--- src/rtl/hilo_acc_regs.sv ---
`default_nettype none
// ============================================================================
// Module   : hilo_acc_regs
// Purpose  : HI/LO special-register pair for the execute stage. Supports
//            HI-only, LO-only and combined writes, plus a two-cycle
//            multiply-accumulate path (MADD/MSUB) on the 2*DATA_W value
//            {HI,LO}, with a busy handshake toward the stall logic.
// Ports    : clk       - clock, rising edge
//            rst       - synchronous active-high reset
//            op_valid  - an operation is presented this cycle
//            op[2:0]   - 0 NOP, 1 WR_HI, 2 WR_LO, 3 WR_BOTH, 4 MADD,
//                        5 MSUB, 6/7 reserved (no effect)
//            hi_in     - HI write data / upper half of accumulate operand
//            lo_in     - LO write data / lower half of accumulate operand
//            busy      - accumulate in flight, new ops are dropped
//            hi_out    - current HI value
//            lo_out    - current LO value
// Options  : HILO_BYPASS_EN - when defined, hi_out/lo_out forward accepted
//            write data in the same cycle, and show the accumulate result
//            during the busy cycle. Register timing is identical.
// Revision : 1.0 - initial release
// ============================================================================
module hilo_acc_regs #(
  parameter int DATA_W = 32
) (
  input  logic              clk,
  input  logic              rst,
  input  logic              op_valid,
  input  logic [2:0]        op,
  input  logic [DATA_W-1:0] hi_in,
  input  logic [DATA_W-1:0] lo_in,
  output logic              busy,
  output logic [DATA_W-1:0] hi_out,
  output logic [DATA_W-1:0] lo_out
);

  localparam int ACC_W = 2 * DATA_W;

  localparam logic [2:0] OP_NOP     = 3'd0;
  localparam logic [2:0] OP_WR_HI   = 3'd1;
  localparam logic [2:0] OP_WR_LO   = 3'd2;
  localparam logic [2:0] OP_WR_BOTH = 3'd3;
  localparam logic [2:0] OP_MADD    = 3'd4;
  localparam logic [2:0] OP_MSUB    = 3'd5;

  typedef enum logic [0:0] {
    ST_IDLE = 1'b0,
    ST_ACC  = 1'b1
  } state_t;

  state_t              r_state;
  state_t              w_state_next;
  logic [DATA_W-1:0]   r_hi;
  logic [DATA_W-1:0]   r_lo;
  logic [DATA_W-1:0]   w_hi_next;
  logic [DATA_W-1:0]   w_lo_next;
  logic [ACC_W-1:0]    r_operand;
  logic [ACC_W-1:0]    w_operand_next;
  logic                r_sub;
  logic                w_sub_next;
  logic [ACC_W-1:0]    w_acc_result;

  logic                w_accept;
  logic                w_wr_hi;
  logic                w_wr_lo;
  logic                w_start_acc;
  logic                w_start_sub;

  // Ops are accepted only when idle; busy comes straight from the state
  // register so there is no combinational path from op_valid to busy.
  assign busy     = (r_state == ST_ACC);
  assign w_accept = op_valid && (r_state == ST_IDLE);

  // Opcode decode, qualified by acceptance.
  always_comb begin
    w_wr_hi     = 1'b0;
    w_wr_lo     = 1'b0;
    w_start_acc = 1'b0;
    w_start_sub = 1'b0;
    if (w_accept) begin
      case (op)
        OP_NOP:     ;
        OP_WR_HI:   w_wr_hi = 1'b1;
        OP_WR_LO:   w_wr_lo = 1'b1;
        OP_WR_BOTH: begin
          w_wr_hi = 1'b1;
          w_wr_lo = 1'b1;
        end
        OP_MADD:    w_start_acc = 1'b1;
        OP_MSUB: begin
          w_start_acc = 1'b1;
          w_start_sub = 1'b1;
        end
        default:    ;
      endcase
    end
  end

  // Full-width modulo arithmetic: the carry/borrow between LO and HI falls
  // out of treating {HI,LO} as one value; overflow simply wraps.
  assign w_acc_result = r_sub ? ({r_hi, r_lo} - r_operand)
                              : ({r_hi, r_lo} + r_operand);

  // Next-state and register-update logic.
  always_comb begin
    w_state_next   = r_state;
    w_hi_next      = r_hi;
    w_lo_next      = r_lo;
    w_operand_next = r_operand;
    w_sub_next     = r_sub;
    case (r_state)
      ST_IDLE: begin
        if (w_wr_hi) begin
          w_hi_next = hi_in;
        end
        if (w_wr_lo) begin
          w_lo_next = lo_in;
        end
        if (w_start_acc) begin
          w_operand_next = {hi_in, lo_in};
          w_sub_next     = w_start_sub;
          w_state_next   = ST_ACC;
        end
      end
      ST_ACC: begin
        {w_hi_next, w_lo_next} = w_acc_result;
        w_state_next           = ST_IDLE;
      end
      default: begin
        w_state_next = ST_IDLE;
      end
    endcase
  end

  // Reset wins over any op in the same cycle and discards an in-flight
  // accumulate, so HI/LO end up zero rather than at the accumulate result.
  always_ff @(posedge clk) begin
    if (rst) begin
      r_state   <= ST_IDLE;
      r_hi      <= '0;
      r_lo      <= '0;
      r_operand <= '0;
      r_sub     <= 1'b0;
    end else begin
      r_state   <= w_state_next;
      r_hi      <= w_hi_next;
      r_lo      <= w_lo_next;
      r_operand <= w_operand_next;
      r_sub     <= w_sub_next;
    end
  end

`ifdef HILO_BYPASS_EN
  // During the busy cycle the registers are about to take the accumulate
  // result, so that result is what gets presented. Otherwise accepted write
  // data is forwarded ahead of the register.
  always_comb begin
    hi_out = r_hi;
    lo_out = r_lo;
    if (busy) begin
      {hi_out, lo_out} = w_acc_result;
    end else begin
      if (w_wr_hi) begin
        hi_out = hi_in;
      end
      if (w_wr_lo) begin
        lo_out = lo_in;
      end
    end
  end
`else
  assign hi_out = r_hi;
  assign lo_out = r_lo;
`endif

endmodule
`default_nettype wire

--- config.mk ---
export PLATFORM = sky130hd
export DESIGN_NAME = hilo_acc_regs
export DESIGN_NICKNAME = d
export VERILOG_FILES = /design/src/rtl/hilo_acc_regs.sv
export SDC_FILE = /design/constraint.sdc
export NUM_CORES = 1
export LEC_CHECK = 0
export CAP_MARGIN = 30
export CORE_UTILIZATION = 45
export DETAILED_ROUTE_END_ITERATION = 10
export PLACE_DENSITY = 0.69
export RECOVER_POWER = 25
export SLEW_MARGIN = 20
export SYNTH_ARGS = -nofsm -noshare
export SYNTH_HDL_FRONTEND = slang
export SYNTH_SLANG_ARGS = --single-unit
--- constraint.sdc ---
create_clock -name clk -period 5.1 [get_ports clk]
set_clock_uncertainty 0.15 [all_clocks]
set_input_delay 1.53 -clock clk [delete_from_list [all_inputs] [get_ports clk]]
set_output_delay 1.53 -clock clk [all_outputs]
set_load 0.02 [all_outputs]
### After elaboration in Yosys (flattened, before gate mapping)

Cells that the tools add are included.

| word-level totals | value |
|---|---|
| bits in registers | 130 |
| output and inout bits | 65 |
| input port bits | 70 |
| logic and storage cells | 35 |

| cells by class | value |
|---|---|
| add/sub/neg operators | 2 |
| equal/unequal tests | 7 |
| multiplexer cells | 15 |
| bitwise gates (word level) | 1 |
| reductions and logical operators | 5 |

Operators with widths:

| cell | number |
|---|---|
| $pmux 32 s2 | 2 |
| $add 64x64->64 | 1 |
| $mux 32 | 2 |
| $mux 64 | 1 |
| $sub 64x64->64 | 1 |
| $mux 1 | 9 |
| $eq 3x2->1 const B | 2 |
| $eq 3x3->1 const B | 2 |
| $reduce_or 2->1 | 3 |
| $ne 2x2->1 const B | 2 |
| $eq 3x1->1 const B | 1 |
| $pmux 1 s2 | 1 |
| $reduce_and 2->1 | 1 |
| $logic_and 1x1->1 | 1 |
| $not 1->1 | 1 |

### Depth between registers and ports, before layout

Gate-level depths: netlist of the first run.

| logic depth | value |
|---|---|
| word-level depth | 6 |
| gate-level depth with buffers | 21 |
| mapped depth without buffers | 19 |

### Worst setup path before layout of the first run

Ideal clock, no wire load.

| timing | value |
|---|---|
| path type | register to register |
| from | register r_operand[2] |
| to | register r_hi[30] (netlist: hi_out[30]) |
| clock period less this slack | 4.488 ns |
| required time | 4.858 ns |
| stages on the path, launching flop included | 21 |
| library setup time | 0.092 ns |
| slack | 0.612 ns |
| arrival time | 4.246 ns |
| path through | dfxtp_1 > or4_4 > nor4b_4 > and3_1 > buf_4 > and3_1 > buf_4 > and2b_2 > a21oi_1 > xnor2_1 > ha_1 > clkbuf_1 > a21o_1 > a21o_1 > a221o_1 > nor2b_1 > o21ai_1 > and3b_1 > nor2_1 > o31a_1 > o32ai_1 |

| between the ends | value |
|---|---|
| word-level cells in the longest chain between the ends | 3 |

Ends and longest elaborated chain:

| element | RTL line | RTL |
|---|---|---|
| start, declared | 57 | `logic [ACC_W-1:0] r_operand;` |
| start signal, assigned | 148 | `r_operand <= w_operand_next;` |
| $add 64x64->64 or $sub 64x64->64 (tied branches) | 102, 101 |  |
| $mux 64 * | 101 | `assign w_acc_result = r_sub ? ({r_hi, r_lo} - r_operand)` |
| $pmux 32 s2 * | 111 | `case (r_state)` |
| end signal, assigned | 146 | `r_hi <= w_hi_next;` |
| end, declared | 53 | `logic [DATA_W-1:0] r_hi;` |

Mark *: on every way between the ends. The rest lies on a longest branch, timed or not.
A chain may end at the register's enable or synchronous reset.

### Worst setup path in the final report of the first run

| timing | value |
|---|---|
| from | register r_operand[41] |
| to | register r_hi[29] (netlist: hi_out[29]) |

The elaborated chain is that of the path after synthesis.

==> summary.md, run 1 <==
| Metric | Value |
|---|---|
| I/O pin cnt | 135 |
| CTS Hold Bufs | 0 |
| Clock tree buffer depth | 2 |
| Final weighted congestion in routability-driven placement | 1.00 |
| Max-cap violations | 1 |
| Worst setup path class | reg -> reg |
| Detail Route Antenna Nets | 0 |
| Synth area leaders | dfxtp_1 25%, a21oi_1 9.0%, xnor2_1 8.2%, ha_1 7.6%, nand2_1 7.4% |
| Seq cells post-synth | 130 |
| XOR/XNOR Fraction of Synth Area | 9.12% |
| First-pass GRT wire length | 55400 µm |
| Status | finished, violations left |
| Critical Path Start Type | flip-flop |
| Root Buffer | clkbuf_16 |
| Ant diodes | 0 |
| Met1 Use GR | 41.2% |
| DRC Markers | 0 |
| Library cells used by synthesis | 75 |
| Total CTS buffers | 17 |
| Die area | 23900 µm² |
| # clock sinks | 130 |
| Pre-antenna DRT Iters | 5 |
| Adder-Cell Fraction of Synth Area | 7.84% |
| Mux cell area share after synthesis | 2.82% |
| Main synth FF type | dfxtp_1 |
| Maximum VDD drop | 0.000173 V |
| Seq/Total Area, Yosys | 24.9% |
| Drt first-iter violations | 772 |
| Top cell type's share of synthesized area | 24.9% |
| Ys async rst share | 0% |
| Largest net degree at the start of global routing | 82 |
| Final global-route overflow total | 0 |
| Core footprint | 22700 µm² |
| Total vias in the final route | 10.9k |
| Die Y | 155 µm |
| Busiest grt layer | met2 |
| # fillers | 2141 |
| CP max FO | 9 |
| Combinational family with the most area after synthesis | compound AO/OA/AOI/OAI gates |
| Warnings from Yosys | 0 |
| Final TNS setup | 0 ns |
| Gr usage total | 28.9% |
| Simple-gate portion of the synthesized area | 22.6% |
| Worst Tran Pin Value | 1.56 ns |
| Row Count | 55 |
| Initial antenna violation count | 1 |
| Final Max Tran Viols | 67 |
| Placed cells | 1765 |
| CP required | 5.27 ns |
| Met2 Use GR | 45.2% |
| Number of synthesized flops with an enable pin | 0 |
| Avg WL per Cell | 19.0 µm |
| Initial core utilization | 46.1% |
| H-tree levels | 4 |
| Cell area after synthesis | 10500 µm² |
| Worst EP arrival | 5.09 ns |
| Share of cells above drive strength 1 | 7.70% |
| TritonCTS clock tree | done |
| Min-Delay Path Class | reg -> reg |
| Chip Width | 155 µm |
| Leakage power | 4.83 nW |
| Final period util | 96.6% |
| # setup viols final | 0 |
| Clk_lat worst skew | 0.43 ns |
| Fmax | 203 MHz |
| Vias in the first global route | 10.1k |
| Mapped Cells | 1408 |
| Synthesized Nets | 1543 |
| Commonest cells in the synthesized netlist | 206 x nand2_1, 189 x a21oi_1, 130 x dfxtp_1 |
| PortBufs | 134 |
| RSZ-0062 raised after global routing | no |
| DR vias/cell | 6.05 |
| Tmin final | 4.92 ns |
| Met3 Usage GRT | 4.79% |
| Failing checks | max-capacitance violations, max-slew violations |
| Final HPWL from detailed placement | 25500 µm |
| Routed WL | 34300 µm |
| Rel. slew slack | -4.01% |
| Nets@finish | 1641 |
| Worst hold slack | 0.327 ns |
| Final non-filler cell total | 1804 |
| CP Capture Type | flip-flop |
| Synth Area per Inst | 7.44 µm² |
| Top-count cell post-synth | nand2_1 |
| PwrDens | 300 nW/µm² |
| Total power | 3.85 mW |
| Area grow syn2layout | 22.4% |
| Fin util | 56.5% |
| Clk slew on worst S/H paths | 0.07 ns |
| Area leader, netlist | dfxtp_1 |
| Synth Area in Compound Gates | 28.0% |
| Final-report hold violation count | 0 |
[through the flow]
step	cell area [µm²]	setup slack, ns
5_1_grt	12800	0.000197
4_1_cts	12700	0.104
6_report	12800	0.175
3_5_place_dp	12100	0.0868
3_3_place_gp	12100	0.241
2_1_floorplan	10500	0.612
[where the power goes]
| group | leakage, nW | switching, mW | internal (mW) |
|---|---|---|---|
| clock network | 0.296 | 0.514 | 0.775 |
| logic | 3.47 | 0.839 | 0.598 |
| registers | 1.06 | 0.0580 | 1.06 |
[kinds of logic after synthesis]
family | after synthesis
buf+inv | 126
compound gates | 461
simple gates | 488
mux | 29
flops | 130
fa+ha+maj | 65
xor+xnor | 109
[cell type report]
type | count | area, µm² | share of cell area (%)
Inverter | 32 | 120 | 0.937
Multi-Input combinational cell | 1152 | 7490 | 58.4
Tap cell | 285 | 357 | 2.78
Clock inverter | 11 | 125 | 0.976
Sequential cell | 130 | 2610 | 20.3
Timing Repair Buffer | 173 | 1640 | 12.8
Clock buffer | 21 | 480 | 3.75
[critical path, cell delays in order (launching register included)]
cell and delay (ns):
dfxtp_1 0.37, or4_4 0.59, nor4_4 0.20, and2b_1 0.20, or4b_4 0.52, nor4_2 0.50, o21ai_1 0.20, xnor2_1 0.16
ha_1 0.41, a21oi_1 0.22, o21ai_0 0.13, a21o_1 0.21, a21o_1 0.17, a21o_1 0.16, a21oi_1 0.15, o41ai_1 0.11
o311ai_0 0.36
[routing by layer]
| metal | routed length (µm) | vias to the layer above |
|---|---|---|
| met5 | 0 | - |
| li1 | - | 5298 |
| met1 | 16500 | 5212 |
| met3 | 2100 | 38 |
| met4 | 520 | 0 |
| met2 | 15200 | 363 |
[repair_timing]
action,in CTS,in global routing
setup buffers,0,7
gates resized for setup,0,25
endpoints found under the setup margin,0,22
[state kept, by name, summed over array words and instances (netlist names)]
name / count
lo_out: 32
r_sub: 1
busy: 1
r_operand: 64
hi_out: 32
[path summary, 6_finish.rpt]
check,end,slack [ns],depth (start not counted),from
setup / recovery,hi_out[29],0.18,16,r_operand[41]
hold / removal,r_operand[63],0.33,2,r_operand[63]
setup reg to reg,hi_out[29],0.18,16,r_operand[41]
hold reg to reg,r_operand[63],0.33,2,r_operand[63]
[layout by cell type, fill, tap and decap left out, drive strengths merged, types with 14 or more instances in the layout]
cell type,instances
ha,64
dfxtp,130
mux2i,25
nand4,28
nor4,14
a211oi,81
buf,39
clkbuf,22
nor2b,42
inv,35
nor2,95
a31oi,14
clkdlybuf4s50,111
xnor2,98
nor3,36
a21o,34
o21ai,51
nand2,206
o21bai,20
a21oi,189
dlygate4sd3,22
Power figures use the tool's default switching activity.
==> run 2: changes to the inputs <==
--- a/config.mk
+++ b/config.mk
@@ -5,7 +5,8 @@
 export SDC_FILE = /design/constraint.sdc
 export NUM_CORES = 1
 export LEC_CHECK = 0
-export CAP_MARGIN = 30
+export ABC_CLOCK_PERIOD_IN_PS = 5100
+export CAP_MARGIN = 15
 export CORE_UTILIZATION = 45
 export DETAILED_ROUTE_END_ITERATION = 10
 export PLACE_DENSITY = 0.69
==> results of run 2 <==
The final DEF is identical to that of run 1; final timing and power are the same.
==> run 3: changes to the inputs <==
--- a/config.mk
+++ b/config.mk
@@ -6,9 +6,9 @@
 export NUM_CORES = 1
 export LEC_CHECK = 0
 export ABC_CLOCK_PERIOD_IN_PS = 5100
-export CAP_MARGIN = 15
 export CORE_UTILIZATION = 45
 export DETAILED_ROUTE_END_ITERATION = 10
+export GPL_TIMING_DRIVEN = 0
 export PLACE_DENSITY = 0.69
 export RECOVER_POWER = 25
 export SLEW_MARGIN = 20
==> run 3 against run 2 <==
The flow now finishes without violations. Wire length rose by 13%. Sequential share of layout area fell by 0.36 points. Non-clock buffer count rose by 60. Final area rose by 1.8%. Clock power rose by 12%. Clock-buffer cell count fell by 1. Critical path type unchanged. Largest power group is now clock. Highest routed layer unchanged.
==> summary.md, run 3 (synthesis results as in run 1) <==
| Metric | Value |
|---|---|
| Worst hold slack | 0.334 ns |
| Final period util | 97.4% |
| Routed WL | 38800 µm |
| Most common cell after layout, fill and taps aside | nand2_1 |
| Final weighted congestion in routability-driven placement | 0.963 |
| PwrDens | 307 nW/µm² |
| Largest net degree at the start of global routing | 17 |
| # clock sinks | 130 |
| CP max FO | 8 |
| Maximum VDD drop | 0.000214 V |
| Rel. slew slack | 26.0% |
| CP required | 5.29 ns |
| TritonCTS clock tree | done |
| Die area | 23900 µm² |
| DR vias/cell | 6.10 |
| Tmin final | 4.97 ns |
| # fillers | 2172 |
| Worst EP arrival | 5.16 ns |
| Share of cells above drive strength 1 | 6.71% |
| Ant diodes | 0 |
| Drt first-iter violations | 1102 |
| DRC Markers | 0 |
| I/O pin cnt | 135 |
| Critical Path Start Type | flip-flop |
| Clk_lat worst skew | 0.44 ns |
| H-tree levels | 4 |
| Total vias in the final route | 11.4k |
| Pre-antenna DRT Iters | 6 |
| Final worst slack | 0.132 ns |
| Nets@finish | 1701 |
| Area of the multi-input gates | 7510 µm² |
| Final global-route overflow total | 0 |
| Largest reg by FF count | r_operand |
| Status | completed |
| Worst setup path class | reg -> reg |
| Area grow syn2layout | 24.6% |
| Detail Route Antenna Nets | 0 |
| Leakage power | 4.95 nW |
| Initial core utilization | 46.1% |
| Final Max Tran Viols | 0 |
| Clock tree buffer depth | 2 |
| Die Y | 155 µm |
| Gr usage total | 32.1% |
| Chip Width | 155 µm |
| Fmax | 201 MHz |
| Final HPWL from detailed placement | 29600 µm |
| # setup viols final | 0 |
| Worst Tran Pin Value | 1.11 ns |
| Max reg flops | 64 |
| Area after DPL | 12200 µm² |
| Clk slew on worst S/H paths | 0.06 ns |
| Root Buffer | clkbuf_16 |
| CP Capture Type | flip-flop |
| Post-route design area | 13100 µm² |
| Avg WL per Cell | 20.8 µm |
| Final-report hold violation count | 0 |
| Total CTS buffers | 17 |
| Worst slack at placement | -0.549 ns |
| Core footprint | 22700 µm² |
| Final TNS setup | 0 ns |
| Row Count | 55 |
| Vias in the first global route | 10.3k |
| CTS Hold Bufs | 0 |
| Register Area | 2600 µm² |
| Max-cap violations | 0 |
| Fin util | 57.5% |
| RSZ-0062 raised after global routing | yes |
| Initial antenna violation count | 0 |
| First-pass GRT wire length | 58700 µm |
| Most frequent cells in the layout | 206 x nand2_1, 184 x a21oi_1, 129 x dfxtp_1 |
| Min-Delay Path Class | reg -> reg |
| PortBufs | 133 |
-- run 3: worst max-delay path, cell delays in order (launching register included) --
cell and delay, ns:
dfxtp_2 0.35, or4_4 0.59, nor4b_4 0.37, and3_1 0.20, buf_4 0.15, and3_1 0.17, buf_4 0.17, and2b_4 0.22
a31oi_1 0.12, xnor2_1 0.17, ha_1 0.37, a21oi_2 0.20, o21ai_2 0.10, a221o_1 0.37, nor2b_1 0.18, o21ai_1 0.19
and3b_2 0.22, nor2_1 0.07, o31a_1 0.30, o32ai_1 0.21
-- run 3: through the flow --
stage / total power, mW / instances
after detailed placement: 2.52 / 1827
after floorplan: 2.11 / 1408
after global placement: 2.51 / 1826
after global routing: 4.18 / 1864
final: 4.01 / 1864
after CTS: 3.97 / 1860
-- run 3: power by group --
group          total, mW  switching, mW  internal (mW)
combinational       1.44          0.873          0.571
clock               1.45          0.518          0.934
sequential          1.12         0.0539           1.06
-- run 3: worst paths after layout --
path	depth (start not counted)	slack, ns	from	endpoint
setup / recovery	19	0.13	r_operand[3]	hi_out[30]
hold / removal	2	0.33	r_operand[48]	r_operand[48]
hold reg to reg	2	0.33	r_operand[48]	r_operand[48]
setup reg to reg	19	0.13	r_operand[3]	hi_out[30]
-- run 3: final cells by class --
type	count	share of cell area, %
Clock buffer	20	3.42
Inverter	32	0.920
Timing Repair Buffer	146	10.9
Sequential cell	130	20.0
Multi-Input combinational cell	1152	57.6
Clock inverter	12	1.74
Buffer	87	2.72
Tap cell	285	2.73
-- run 3: repair_timing --
| action | in CTS | in global routing |
|---|---|---|
| setup endpoints to repair | 12 | 22 |
| pin swaps | 2 | 13 |
| resized for setup | 10 | 22 |
| buffers inserted | 2 | 10 |
-- run 3: routing by layer --
layer,global-route usage [%],wire length [µm],up-vias
met5,0,0,-
met3,5.69,3450,57
met2,47.9,16600,525
met1,46.7,17800,5367
li1,-,-,5421
met4,9.71,906,0
